**src/rtl/div_pkg.sv**
```systemverilog
// ----------------------------------------------------------------------------
// div_pkg
// Shared definitions for the sequential divider: FSM state encoding, operand
// width and the number of shift-subtract iterations.
// ----------------------------------------------------------------------------
package div_pkg;

   localparam int DIV_WIDTH = 32;
   localparam int DIV_ITER  = 32;

   typedef enum logic [1:0] {
      IDLE   = 2'd0,
      DIVIDE = 2'd1,
      FIX    = 2'd2,
      DONE   = 2'd3
   } div_state_t;

endpackage

```
**src/rtl/div_abs_neg.sv**
```systemverilog
// ----------------------------------------------------------------------------
// div_abs_neg
// Combinational two's-complement conditional negate. It serves as the
// absolute-value stage for the operands (i_neg = operand sign) and as the
// sign-correction stage for the results.
//   i_val : value in
//   i_neg : 1 = output the two's-complement negation of i_val
//   o_val : i_val or -i_val (wraps, so -0x80000000 = 0x80000000)
// ----------------------------------------------------------------------------
module div_abs_neg
   import div_pkg::*;
#(
   parameter int W = DIV_WIDTH
) (
   input  logic [W-1:0] i_val,
   input  logic         i_neg,
   output logic [W-1:0] o_val
);

   assign o_val = i_neg ? (~i_val + {{(W-1){1'b0}}, 1'b1}) : i_val;

endmodule

```
**src/rtl/seq_divider.sv**
```systemverilog
// ----------------------------------------------------------------------------
// seq_divider
// Multi-cycle restoring divider with MIPS div semantics (truncate toward
// zero, remainder takes the dividend's sign). 32 iterations plus a sign-fix
// cycle; div_end pulses for one cycle in DONE.
//   clk, rst     : clock, synchronous active-high reset
//   div_start    : request, sampled only in IDLE
//   dividend     : rs operand, sampled at the accepting edge
//   divisor      : rt operand, sampled at the accepting edge
//   div_unsigned : (only with SEQ_DIV_UNSIGNED_EN) unsigned division request
//   div_end      : one-cycle completion pulse
//   hi / lo      : remainder / quotient, held until the next result
//   div_by_zero  : last accepted request had divisor 0
// Optional feature macro: SEQ_DIV_UNSIGNED_EN (adds div_unsigned port).
//
// state  | meaning
// -------+------------------------------------------------------------
// IDLE   | waiting for div_start
// DIVIDE | one shift-subtract step per cycle, 32 cycles
// FIX    | sign-correct quotient/remainder, load hi/lo
// DONE   | div_end high for this one cycle, then back to IDLE
// ----------------------------------------------------------------------------
module seq_divider
   import div_pkg::*;
#(
   parameter int WIDTH = DIV_WIDTH
) (
   input  logic             clk,
   input  logic             rst,
   input  logic             div_start,
   input  logic [WIDTH-1:0] dividend,
   input  logic [WIDTH-1:0] divisor,
`ifdef SEQ_DIV_UNSIGNED_EN
   input  logic             div_unsigned,
`endif
   output logic             div_end,
   output logic [WIDTH-1:0] hi,
   output logic [WIDTH-1:0] lo,
   output logic             div_by_zero
);

   localparam logic [5:0] CNT_LAST = 6'(DIV_ITER - 1);

   div_state_t       r_state;
   logic [5:0]       r_cnt;
   logic [WIDTH-1:0] r_rem;
   logic [WIDTH-1:0] r_quo;
   logic [WIDTH-1:0] r_dvs;
   logic             r_neg_q;
   logic             r_neg_r;
   logic [WIDTH-1:0] r_hi;
   logic [WIDTH-1:0] r_lo;
   logic             r_dbz;
   logic             r_div_end;

   logic             w_uns;
   logic             w_a_neg;
   logic             w_b_neg;
   logic [WIDTH-1:0] w_a_abs;
   logic [WIDTH-1:0] w_b_abs;
   logic [WIDTH-1:0] w_q_fix;
   logic [WIDTH-1:0] w_r_fix;
   logic [WIDTH:0]   w_shift;
   logic [WIDTH-1:0] w_sub;
   logic             w_ge;

`ifdef SEQ_DIV_UNSIGNED_EN
   assign w_uns = div_unsigned;
`else
   assign w_uns = 1'b0;
`endif

   // Unsigned requests bypass the absolute-value stage and the sign fix.
   assign w_a_neg = ~w_uns & dividend[WIDTH-1];
   assign w_b_neg = ~w_uns & divisor[WIDTH-1];

   div_abs_neg #(.W(WIDTH)) u_abs_a (.i_val(dividend), .i_neg(w_a_neg), .o_val(w_a_abs));
   div_abs_neg #(.W(WIDTH)) u_abs_b (.i_val(divisor),  .i_neg(w_b_neg), .o_val(w_b_abs));
   div_abs_neg #(.W(WIDTH)) u_fix_q (.i_val(r_quo),    .i_neg(r_neg_q), .o_val(w_q_fix));
   div_abs_neg #(.W(WIDTH)) u_fix_r (.i_val(r_rem),    .i_neg(r_neg_r), .o_val(w_r_fix));

   // Shifted partial remainder needs one extra bit; when it is >= divisor the
   // difference is below the divisor, so a WIDTH-bit subtract is exact.
   assign w_shift = {r_rem, r_quo[WIDTH-1]};
   assign w_ge    = (w_shift >= {1'b0, r_dvs});
   assign w_sub   = w_shift[WIDTH-1:0] - r_dvs;

   always_ff @(posedge clk) begin
      if (rst) begin
         r_state   <= IDLE;
         r_cnt     <= '0;
         r_rem     <= '0;
         r_quo     <= '0;
         r_dvs     <= '0;
         r_neg_q   <= 1'b0;
         r_neg_r   <= 1'b0;
         r_hi      <= '0;
         r_lo      <= '0;
         r_dbz     <= 1'b0;
         r_div_end <= 1'b0;
      end else begin
         r_div_end <= 1'b0;
         case (r_state)
            IDLE: begin
               if (div_start) begin
                  if (divisor == '0) begin
                     r_dbz     <= 1'b1;
                     r_div_end <= 1'b1;
                     r_state   <= DONE;
                  end else begin
                     r_quo   <= w_a_abs;
                     r_dvs   <= w_b_abs;
                     r_rem   <= '0;
                     r_cnt   <= '0;
                     r_neg_q <= w_a_neg ^ w_b_neg;
                     r_neg_r <= w_a_neg;
                     r_dbz   <= 1'b0;
                     r_state <= DIVIDE;
                  end
               end
            end
            DIVIDE: begin
               // Dividend bits shift out of r_quo as quotient bits shift in.
               if (w_ge) begin
                  r_rem <= w_sub;
                  r_quo <= {r_quo[WIDTH-2:0], 1'b1};
               end else begin
                  r_rem <= w_shift[WIDTH-1:0];
                  r_quo <= {r_quo[WIDTH-2:0], 1'b0};
               end
               if (r_cnt == CNT_LAST) begin
                  r_state <= FIX;
               end else begin
                  r_cnt <= r_cnt + 6'd1;
               end
            end
            FIX: begin
               r_hi      <= w_r_fix;
               r_lo      <= w_q_fix;
               r_div_end <= 1'b1;
               r_state   <= DONE;
            end
            DONE: begin
               r_state <= IDLE;
            end
            default: begin
               r_state <= IDLE;
            end
         endcase
      end
   end

   assign div_end     = r_div_end;
   assign hi          = r_hi;
   assign lo          = r_lo;
   assign div_by_zero = r_dbz;

endmodule

```
**config.mk**
```make
export PLATFORM = sky130hd
export DESIGN_NAME = seq_divider
export DESIGN_NICKNAME = d
export VERILOG_FILES = /design/src/rtl/div_pkg.sv /design/src/rtl/div_abs_neg.sv /design/src/rtl/seq_divider.sv
export SDC_FILE = /design/constraint.sdc
export NUM_CORES = 1
export LEC_CHECK = 0
export CORE_UTILIZATION = 35
export CTS_CLUSTER_SIZE = 8
export DETAILED_ROUTE_END_ITERATION = 10
export GPL_TIMING_DRIVEN = 0
export REMOVE_ABC_BUFFERS = 1
export SLEW_MARGIN = 5
export SYNTH_ARGS = -nofsm -noshare
export SYNTH_HDL_FRONTEND = slang
export SYNTH_SLANG_ARGS = --single-unit
```
**constraint.sdc**
```tcl
create_clock -name clk -period 3.6 [get_ports clk]
set_input_delay 0.9 -clock clk [delete_from_list [all_inputs] [get_ports clk]]
set_output_delay 0.9 -clock clk [all_outputs]
set_load 0.1 [all_outputs]
```
==> summary.md, run 1 <==
| Metric | Value |
|---|---|
| Number of unique standard cell types used by synthesis | `66` |
| CTS root buf | `sky130_fd_sc_hd__clkbuf_16` |
| Max-slew headroom | `0.2151` |
| Clock latency at the later pin of the worst-skew pair | `0.45 ns` |
| Total internal power | `5.032 mW` |
| Number of buffers inserted by port buffering | `132` |
| FF-to-FF setup slack | `0.22 ns` |
| R2R cell count | `9` |
| Leakage | `between 5 and 6 nW` |
| Hold Fails Final Rpt | `0` |
| Estimated wirelength of the detail-placed design | `between 20 and 25 mm` |
| Sequential share of the synthesized area | `0.3062` |
| Number of cells in the design after placement | `between 1.5k and 2k` |
| CTS H-tree depth | `4` |
| Clock Skews | `0.01221 ns` |
| Full die area | `32850 um^2` |
| Dominant cells by area after synthesis | `sky130_fd_sc_hd__dfxtp_1 31%, sky130_fd_sc_hd__xor2_1 7.6%, sky130_fd_sc_hd__nand2_1 6.0%` |
| Global-route wire length before repair | `between 50 and 60 mm` |
| Max clock buf depth | `2` |
| Initial DRT Pass Iterations | `5` |
| Async set-or-reset flop fraction in the synthesized netlist | `0` |
| Number of hold buffers added after cts | `0` |
| Vias in the first global route | `10.13k` |
| Core Rows | `65` |
| Switching power of the nets | `roughly 4.7 mW` |
| EDFF count, synth | `0` |
| Via density | `5.462` |
| Terminus of the critical flop-to-flop path | `r_rem[3]` |
| Logic depth of the worst path, buffers included | `13` |
| RSZ-0062 raised after global routing | `no` |
| Ant diodes | `0` |
| Number of nets in the finished design | `1630` |
| Drt wl/cell | `17.33 um` |
| Die span in x | `181.3 um` |
| Post-synthesis cell type with the largest combined area | `sky130_fd_sc_hd__dfxtp_1` |
| Number of I/O pins | `133` |
| Proportion of power drawn by flip-flops and latches | `0.272` |
| Hold Path Class | `flop to flop` |
| Die height | `181.3 um` |
| Primary FF master, synth | `sky130_fd_sc_hd__dfxtp_1` |
| Final non-filler cell total | `between 1.5k and 2k` |
| Share of layout cells above drive strength 1 | `0.06710` |
| Max-Cap Viols | `0` |
| Launching element type of the critical path | `primary input` |
| Fin crit period | `3.446 ns` |
| Slowest cell on the critical path | `sky130_fd_sc_hd__clkdlybuf4s50_1` |
| Clock group share of total power | `0.194` |
| Max incr delay on CP | `0.49 ns` |
| Detailed router's first-iteration violation count | `587` |
| Final Max Tran Viols | `0` |
| CP Max Fanout | `19` |
| Initial standard-cell utilization of the core | `0.3564` |
| Initial antenna violation count | `1` |
| Maximum number of pins on one net before global-route repair | `73` |
| Maximum ir drop on the vdd rail | `0.4118 mV` |
| Clock input transition at the sequential cells of the worst setup and hold paths | `0.07 ns` |
| Worst Hold End | `r_dvs[0]` |
| Hold Crit Start | `r_dvs[0]` |
| Post-synthesis to final-layout area growth | `22.59%` |
| Total CTS buffers | `17` |
| Post-route DRC violation count | `0` |
| Most common cell after layout, fill and taps aside | `sky130_fd_sc_hd__nand2_1` |
| Type of the setup path with the least slack | `primary input to flop` |
| Leftover overflow at the end of global routing | `0` |
| Mapped Avg Cell Area | `between 7 and 8 um^2` |
| YS warnings | `0` |
| Cell breakdown of the critical path | `clkdlybuf4s50_1, inv_1, ha_1, nor2b_2, nand4_1, buf_4, or3_4, o31ai_4, a211oi_4, buf_16, nand2_1, nor3_1, a221o_1` |
| Clk sink count | `172` |
| Combinational share of power | `0.535` |
| Final setup violation count | `0` |
| Final GP Congestion | `roughly 0.84` |
| Worst Hold Path Cells | `2` |
| Utilization after layout | `0.4369` |
| Synthesis-stage register bit count | `172` |
| Worst EP arrival | `about 3.8 ns` |
| Area share of the leading cell type in the synthesized netlist | `0.3062` |
| Crit path buffers/inverters | `4` |
| Highest-count cells in the layout ignoring fill and taps | `181 x sky130_fd_sc_hd__nand2_1, 172 x sky130_fd_sc_hd__dfxtp_1, 147 x sky130_fd_sc_hd__nor2_1, 129 x sky130_fd_sc_hd__clkdlybuf4s50_1, 97 x sky130_fd_sc_hd__xor2_1` |
| Residual antenna-violating net count after detailed routing | `0` |
| Post-layout total power | `9.762 mW` |
| Critical path endpoint category | `flop` |
| Status | `complete, no violations` |
| Post-Synthesis Cell Area | `11250 um^2` |
| All-Layer GR Usage | `0.2046` |
| Register area | `3443 um^2` |
| Overall routed net length | `33.57 mm` |
| Area of the multi-input gates | `7392 um^2` |
| Top delay family on crit path | `buffers and inverters` |
| Core outline area | `31560 um^2` |
| Fmax | `0.2902 GHz` |
| Least-Margin Pin Slew | `1.176 ns` |
| Data required time of the critical path | `3.93 ns` |
| Worst reg2reg path startpoint | `r_rem[17]` |
| Switching part of the total | `0.4846` |
| # fillers | `3167` |
| Count of vias placed by the detailed router | `10.58k` |
| Power per cell area | `between 700 and 800 nW/um^2` |
| Synthesized instance count | `~1.4k` |
| Period utilisation layout | `0.9571` |
| Clock tree from TritonCTS | `done` |
[state kept, by name, summed over array words and instances (netlist names)]
signal / flops
div_by_zero: 1
div_end: 1
hi: 32
lo: 32
r_cnt: 6
r_dvs: 32
r_neg_q: 1
r_neg_r: 1
r_quo: 32
r_rem: 32
r_state: 2
[worst register-to-register path: cells and delay by family, from the launching register on]
| kind | cells | cell delay [ns] |
|---|---|---|
| fa+ha+maj | 1 | 0.38 |
| simple gates | 1 | 0.32 |
| compound gates | 7 | 2.09 |
| flops | 1 | 0.48 |
[final cells by class]
| cell class | count | area share |
|---|---|---|
| Clock buffer | 18 | 0.03186 |
| Clock inverter | 14 | 0.01107 |
| Inverter | 55 | 0.01525 |
| Multi-Input combinational cell | 1121 | 0.5362 |
| Sequential cell | 172 | 0.2498 |
| Tap cell | 402 | 0.03649 |
| Timing Repair Buffer | 154 | 0.1190 |
| Timing Repair inverter | 1 | 0.0003630 |
[per-stage QoR]
step                      hold WS (ns)  setup slack (ns)  setup TNS [ns]  cell area (um^2)
after global routing            0.5067           0.02935               0             13790
final                           0.4713            0.1544               0             13790
after CTS                       0.4716          -0.02274        -0.02665             13690
after floorplan                 0.4258            -1.357          -32.52             10840
after detailed placement        0.4540            -2.155         -175.31             12910
after global placement          0.4419            -7.812         -521.88             12670
[cells in the mapped netlist (9+ instances only)]
| library cell | number |
|---|---|
| sky130_fd_sc_hd__a211oi_1 | 77 |
| sky130_fd_sc_hd__nand4_1 | 25 |
| sky130_fd_sc_hd__o21ai_0 | 86 |
| sky130_fd_sc_hd__o31ai_1 | 36 |
| sky130_fd_sc_hd__nand3_1 | 16 |
| sky130_fd_sc_hd__nor4_1 | 11 |
| sky130_fd_sc_hd__a221o_1 | 9 |
| sky130_fd_sc_hd__o41ai_1 | 18 |
| sky130_fd_sc_hd__nor2_1 | 149 |
| sky130_fd_sc_hd__mux2i_1 | 40 |
| sky130_fd_sc_hd__nor3_1 | 24 |
| sky130_fd_sc_hd__ha_1 | 40 |
| sky130_fd_sc_hd__a21oi_1 | 65 |
| sky130_fd_sc_hd__or4_1 | 13 |
| sky130_fd_sc_hd__o211ai_1 | 36 |
| sky130_fd_sc_hd__xnor2_1 | 49 |
| sky130_fd_sc_hd__nand2_1 | 181 |
| sky130_fd_sc_hd__xor2_1 | 97 |
| sky130_fd_sc_hd__nor2b_1 | 10 |
| sky130_fd_sc_hd__clkbuf_1 | 72 |
| sky130_fd_sc_hd__or3_1 | 25 |
| sky130_fd_sc_hd__inv_1 | 55 |
| sky130_fd_sc_hd__dfxtp_1 | 172 |
| sky130_fd_sc_hd__buf_2 | 17 |
| sky130_fd_sc_hd__a21o_1 | 19 |
[power by group through the flow]
stage	logic [mW]	registers [mW]	clock network (mW)
after floorplan	2.59	3.68	0
after global placement	4.85	2.68	0
after detailed placement	4.95	2.69	0
after CTS	5.12	2.65	1.94
after global routing	5.64	2.71	2.02
final	5.22	2.65	1.89
[layer usage]
layer | wire [um] | up-vias | GRT usage
li1 | - | 5347 | -
met4 | 811 | 2 | 0.07763
met1 | 16120 | 4951 | 0.2761
met2 | 15140 | 230 | 0.3205
met5 | 9 | - | 0
met3 | 1484 | 49 | 0.04011
[kinds of logic (layout without fill, tap and decap cells)]
kind of cell | after synthesis | count (layout) | share of synthesized area
AND/OR/NAND/NOR | 497 | 498 | 0.2051
buffers and inverters | 153 | 242 | 0.05429
AO/OA/AOI/OAI | 394 | 396 | 0.2389
XOR/XNOR | 146 | 146 | 0.1137
flip-flops | 172 | 172 | 0.3062
adder cells (fa/ha/maj) | 41 | 41 | 0.04628
multiplexers | 40 | 40 | 0.03560
[worst max path at each step]
stage	from	end	slack, ns
floorplan	r_state[1]	r_rem[30]	-1.36
detailed placement	divisor[31]	r_cnt[1]	-2.16
global route	r_rem[6]	r_rem[1]	0.03
finish	divisor[0]	r_rem[3]	0.15
CTS	divisor[4]	r_cnt[1]	-0.02
global placement	rst	r_rem[30]	-7.81
[what timing repair did]
action / CTS / global route
setup endpoints to repair: 107 / 65
setup buffers: 10 / 5
pin swaps: 7 / 2
cloned: 3 / 1
gates resized for setup: 16 / 7
No activity file was read; power rests on OpenSTA's default activity.
==> inputs of run 2 (changes only) <==
--- a/config.mk
+++ b/config.mk
@@ -5,6 +5,7 @@
 export SDC_FILE = /design/constraint.sdc
 export NUM_CORES = 1
 export LEC_CHECK = 0
+export CAP_MARGIN = 20
 export CORE_UTILIZATION = 35
 export CTS_CLUSTER_SIZE = 8
 export DETAILED_ROUTE_END_ITERATION = 10
==> summary.md, run 2 (synthesis results as in run 1) <==
| Metric | Value |
|---|---|
| Status | `complete, no violations` |
| Post-placement setup slack | `-1.407 ns` |
| Ant diodes | `0` |
| Number of buffers inserted by port buffering | `132` |
| CTS root buf | `sky130_fd_sc_hd__clkbuf_16` |
| Proportion of power drawn by flip-flops and latches | `0.269` |
| Initial standard-cell utilization of the core | `0.3564` |
| Post-layout total power | `9.822 mW` |
| Power per cell area | `708.1 nW/um^2` |
| Post-synthesis to final-layout area growth | `23.34%` |
| Worst Setup SP | `divisor[1]` |
| Vias in the first global route | `9923` |
| Leakage | `roughly 5.3 nW` |
| Share of layout cells above drive strength 1 | `0.07069` |
| Highest-count cells in the layout ignoring fill and taps | `180 x sky130_fd_sc_hd__nand2_1, 172 x sky130_fd_sc_hd__dfxtp_1, 147 x sky130_fd_sc_hd__nor2_1, 130 x sky130_fd_sc_hd__clkdlybuf4s50_1, 97 x sky130_fd_sc_hd__xor2_1` |
| Least-Margin Pin Slew | `1.046 ns` |
| Max-slew headroom | `0.3020` |
| Data required time of the critical path | `3.93 ns` |
| Launching element type of the critical path | `primary input` |
| Worst EP arrival | `3.83 ns` |
| Post-route DRC violation count | `0` |
| Total internal power | `about 5 mW` |
| Initial antenna violation count | `1` |
| Number of I/O pins | `133` |
| Drt wl/cell | `17.19 um` |
| Switching power of the nets | `4.781 mW` |
| Die span in x | `181.3 um` |
| Utilization after layout | `0.4396` |
| Final Max Tran Viols | `0` |
| Clock group share of total power | `0.200` |
| Clock input transition at the sequential cells of the worst setup and hold paths | `0.08 ns` |
| Hold Path Class | `flop to flop` |
| # fillers | `about 3.2k` |
| Count of vias placed by the detailed router | `10.59k` |
| Number of nets in the finished design | `~1.6k` |
| Total CTS buffers | `17` |
| All-Layer GR Usage | `0.2039` |
| Global-route wire length before repair | `53.74 mm` |
| Full die area | `32850 um^2` |
| RSZ-0062 raised after global routing | `no` |
| Final setup violation count | `0` |
| Estimated wirelength of the detail-placed design | `23.58 mm` |
| Worst Hold Path Cells | `2` |
| Clock latency at the later pin of the worst-skew pair | `roughly 0.45 ns` |
| Core outline area | `31560 um^2` |
| Die height | `between 150 and 200 um` |
| Fmax | `0.2854 GHz` |
| Maximum number of pins on one net before global-route repair | `73` |
| Core Rows | `65` |
| Fin crit period | `3.504 ns` |
| Area of the multi-input gates | `about 7400 um^2` |
| Overall routed net length | `33.41 mm` |
| Critical path endpoint category | `flop` |
| Cell breakdown of the critical path | `clkdlybuf4s50_1, inv_1, ha_1, nor2b_2, nand4_1, buf_4, or3_4, o31ai_4, nand2_2, nand3_4, nor2_1, a221o_1` |
| Maximum ir drop on the vdd rail | `0.4400 mV` |
| Initial DRT Pass Iterations | `5` |
| Clk sink count | `172` |
| Max clock buf depth | `2` |
| Residual antenna-violating net count after detailed routing | `0` |
| Type of the setup path with the least slack | `primary input to flop` |
| Slowest cell on the critical path | `sky130_fd_sc_hd__clkdlybuf4s50_1` |
| CP Max Fanout | `6` |
| Most common cell after layout, fill and taps aside | `sky130_fd_sc_hd__nand2_1` |
| Max incr delay on CP | `about 0.52 ns` |
| Worst hold slack | `0.4691 ns` |
| Worst reg2reg path startpoint | `r_rem[20]` |
| Detailed router's first-iteration violation count | `~560` |
| Hold Crit Start | `r_dvs[0]` |
| Register area | `3443 um^2` |
| Combinational share of power | `0.531` |
| Hold Fails Final Rpt | `0` |
| Final GP Congestion | `0.8435` |
| Clock Skews | `approximately 0.011 ns` |
| Via density | `5.445` |
| Clock tree from TritonCTS | `done` |
| Period utilisation layout | `0.9735` |
| Post-layout worst setup margin | `0.09556 ns` |
| Leftover overflow at the end of global routing | `0` |
| Max-Cap Viols | `0` |
| Switching part of the total | `0.4868` |
| CTS H-tree depth | `4` |
| R2R cell count | `9` |
[run 2: power groups by stage]
stage / logic [mW] / registers [mW] / clock network [mW]
after floorplan: 2.59 / 3.68 / 0
after global routing: 5.65 / 2.70 / 2.07
final: 5.22 / 2.64 / 1.96
after CTS: 5.11 / 2.65 / 2.00
after global placement: 4.85 / 2.68 / 0
after detailed placement: 4.98 / 2.69 / 0
[run 2: cell type report]
type | instances | share of cell area
multi-input combinational | 1121 | 0.5336
clock inverter | 15 | 0.01371
timing repair inverter | 1 | 0.0003608
inverter | 55 | 0.01515
tap | 402 | 0.03626
timing repair buffer | 161 | 0.1220
clock buffer | 17 | 0.03067
sequential | 172 | 0.2482
[run 2: through the flow]
step	std cells	setup TNS, ns	instance area (um^2)
2_1_floorplan	1345	-32.52	10840
3_3_place_gp	1879	-521.88	12670
3_5_place_dp	1889	-103.57	12940
4_1_cts	1931	-0.008899	13700
5_1_grt	1944	0	13870
6_report	1944	0	13870
[run 2: final timing paths]
path	endpoint	slack, ns
worst min register to register	r_dvs[0]	0.47
worst min-delay path	r_dvs[0]	0.47
worst max register to register	r_rem[3]	0.32
worst max-delay path	r_rem[3]	0.1
[run 2: worst max-delay path: cells and delay by family]
family                   cells  cell delay [ns]
adder cells (fa/ha/maj)      1             0.20
AND/OR/NAND/NOR              6             1.18
buffers and inverters        3             0.83
AO/OA/AOI/OAI                2             0.73
[run 2: timing repair]
| item | 4_1_cts | 5_1_grt |
|---|---|---|
| cloned | 3 | 1 |
| endpoints found under the setup margin | 99 | 47 |
| hold buffers | 0 | 0 |
| pin swaps | 6 | 4 |
| resized for setup | 13 | 9 |
| setup buffers | 7 | 10 |
[run 2: per-layer routing]
layer | GRT usage | part of all wire | vias up
met1 | 0.2819 | 0.49 | 4996
met2 | 0.3297 | 0.46 | 213
met5 | 0 | 0 | -
met3 | 0.03286 | 0.043 | 19
li1 | - | - | 5358
met4 | 0.04814 | 0.010 | 0
==> inputs of run 3 (changes only) <==
==> constraint.sdc (replaced) <==
create_clock -name clk -period 3.6 [get_ports clk]
set_input_delay 0.9 -clock clk [delete_from_list [all_inputs] [get_ports clk]]
set_output_delay 0.9 -clock clk [all_outputs]
set_load 0.02 [all_outputs]
==> results of run 3 <==
The final DEF is identical to that of run 2. Status: complete, no violations.
Main changes from that run: total power 9.822 mW -> 8.913 mW; worst IR drop on VDD 0.4400 mV -> 0.3652 mV
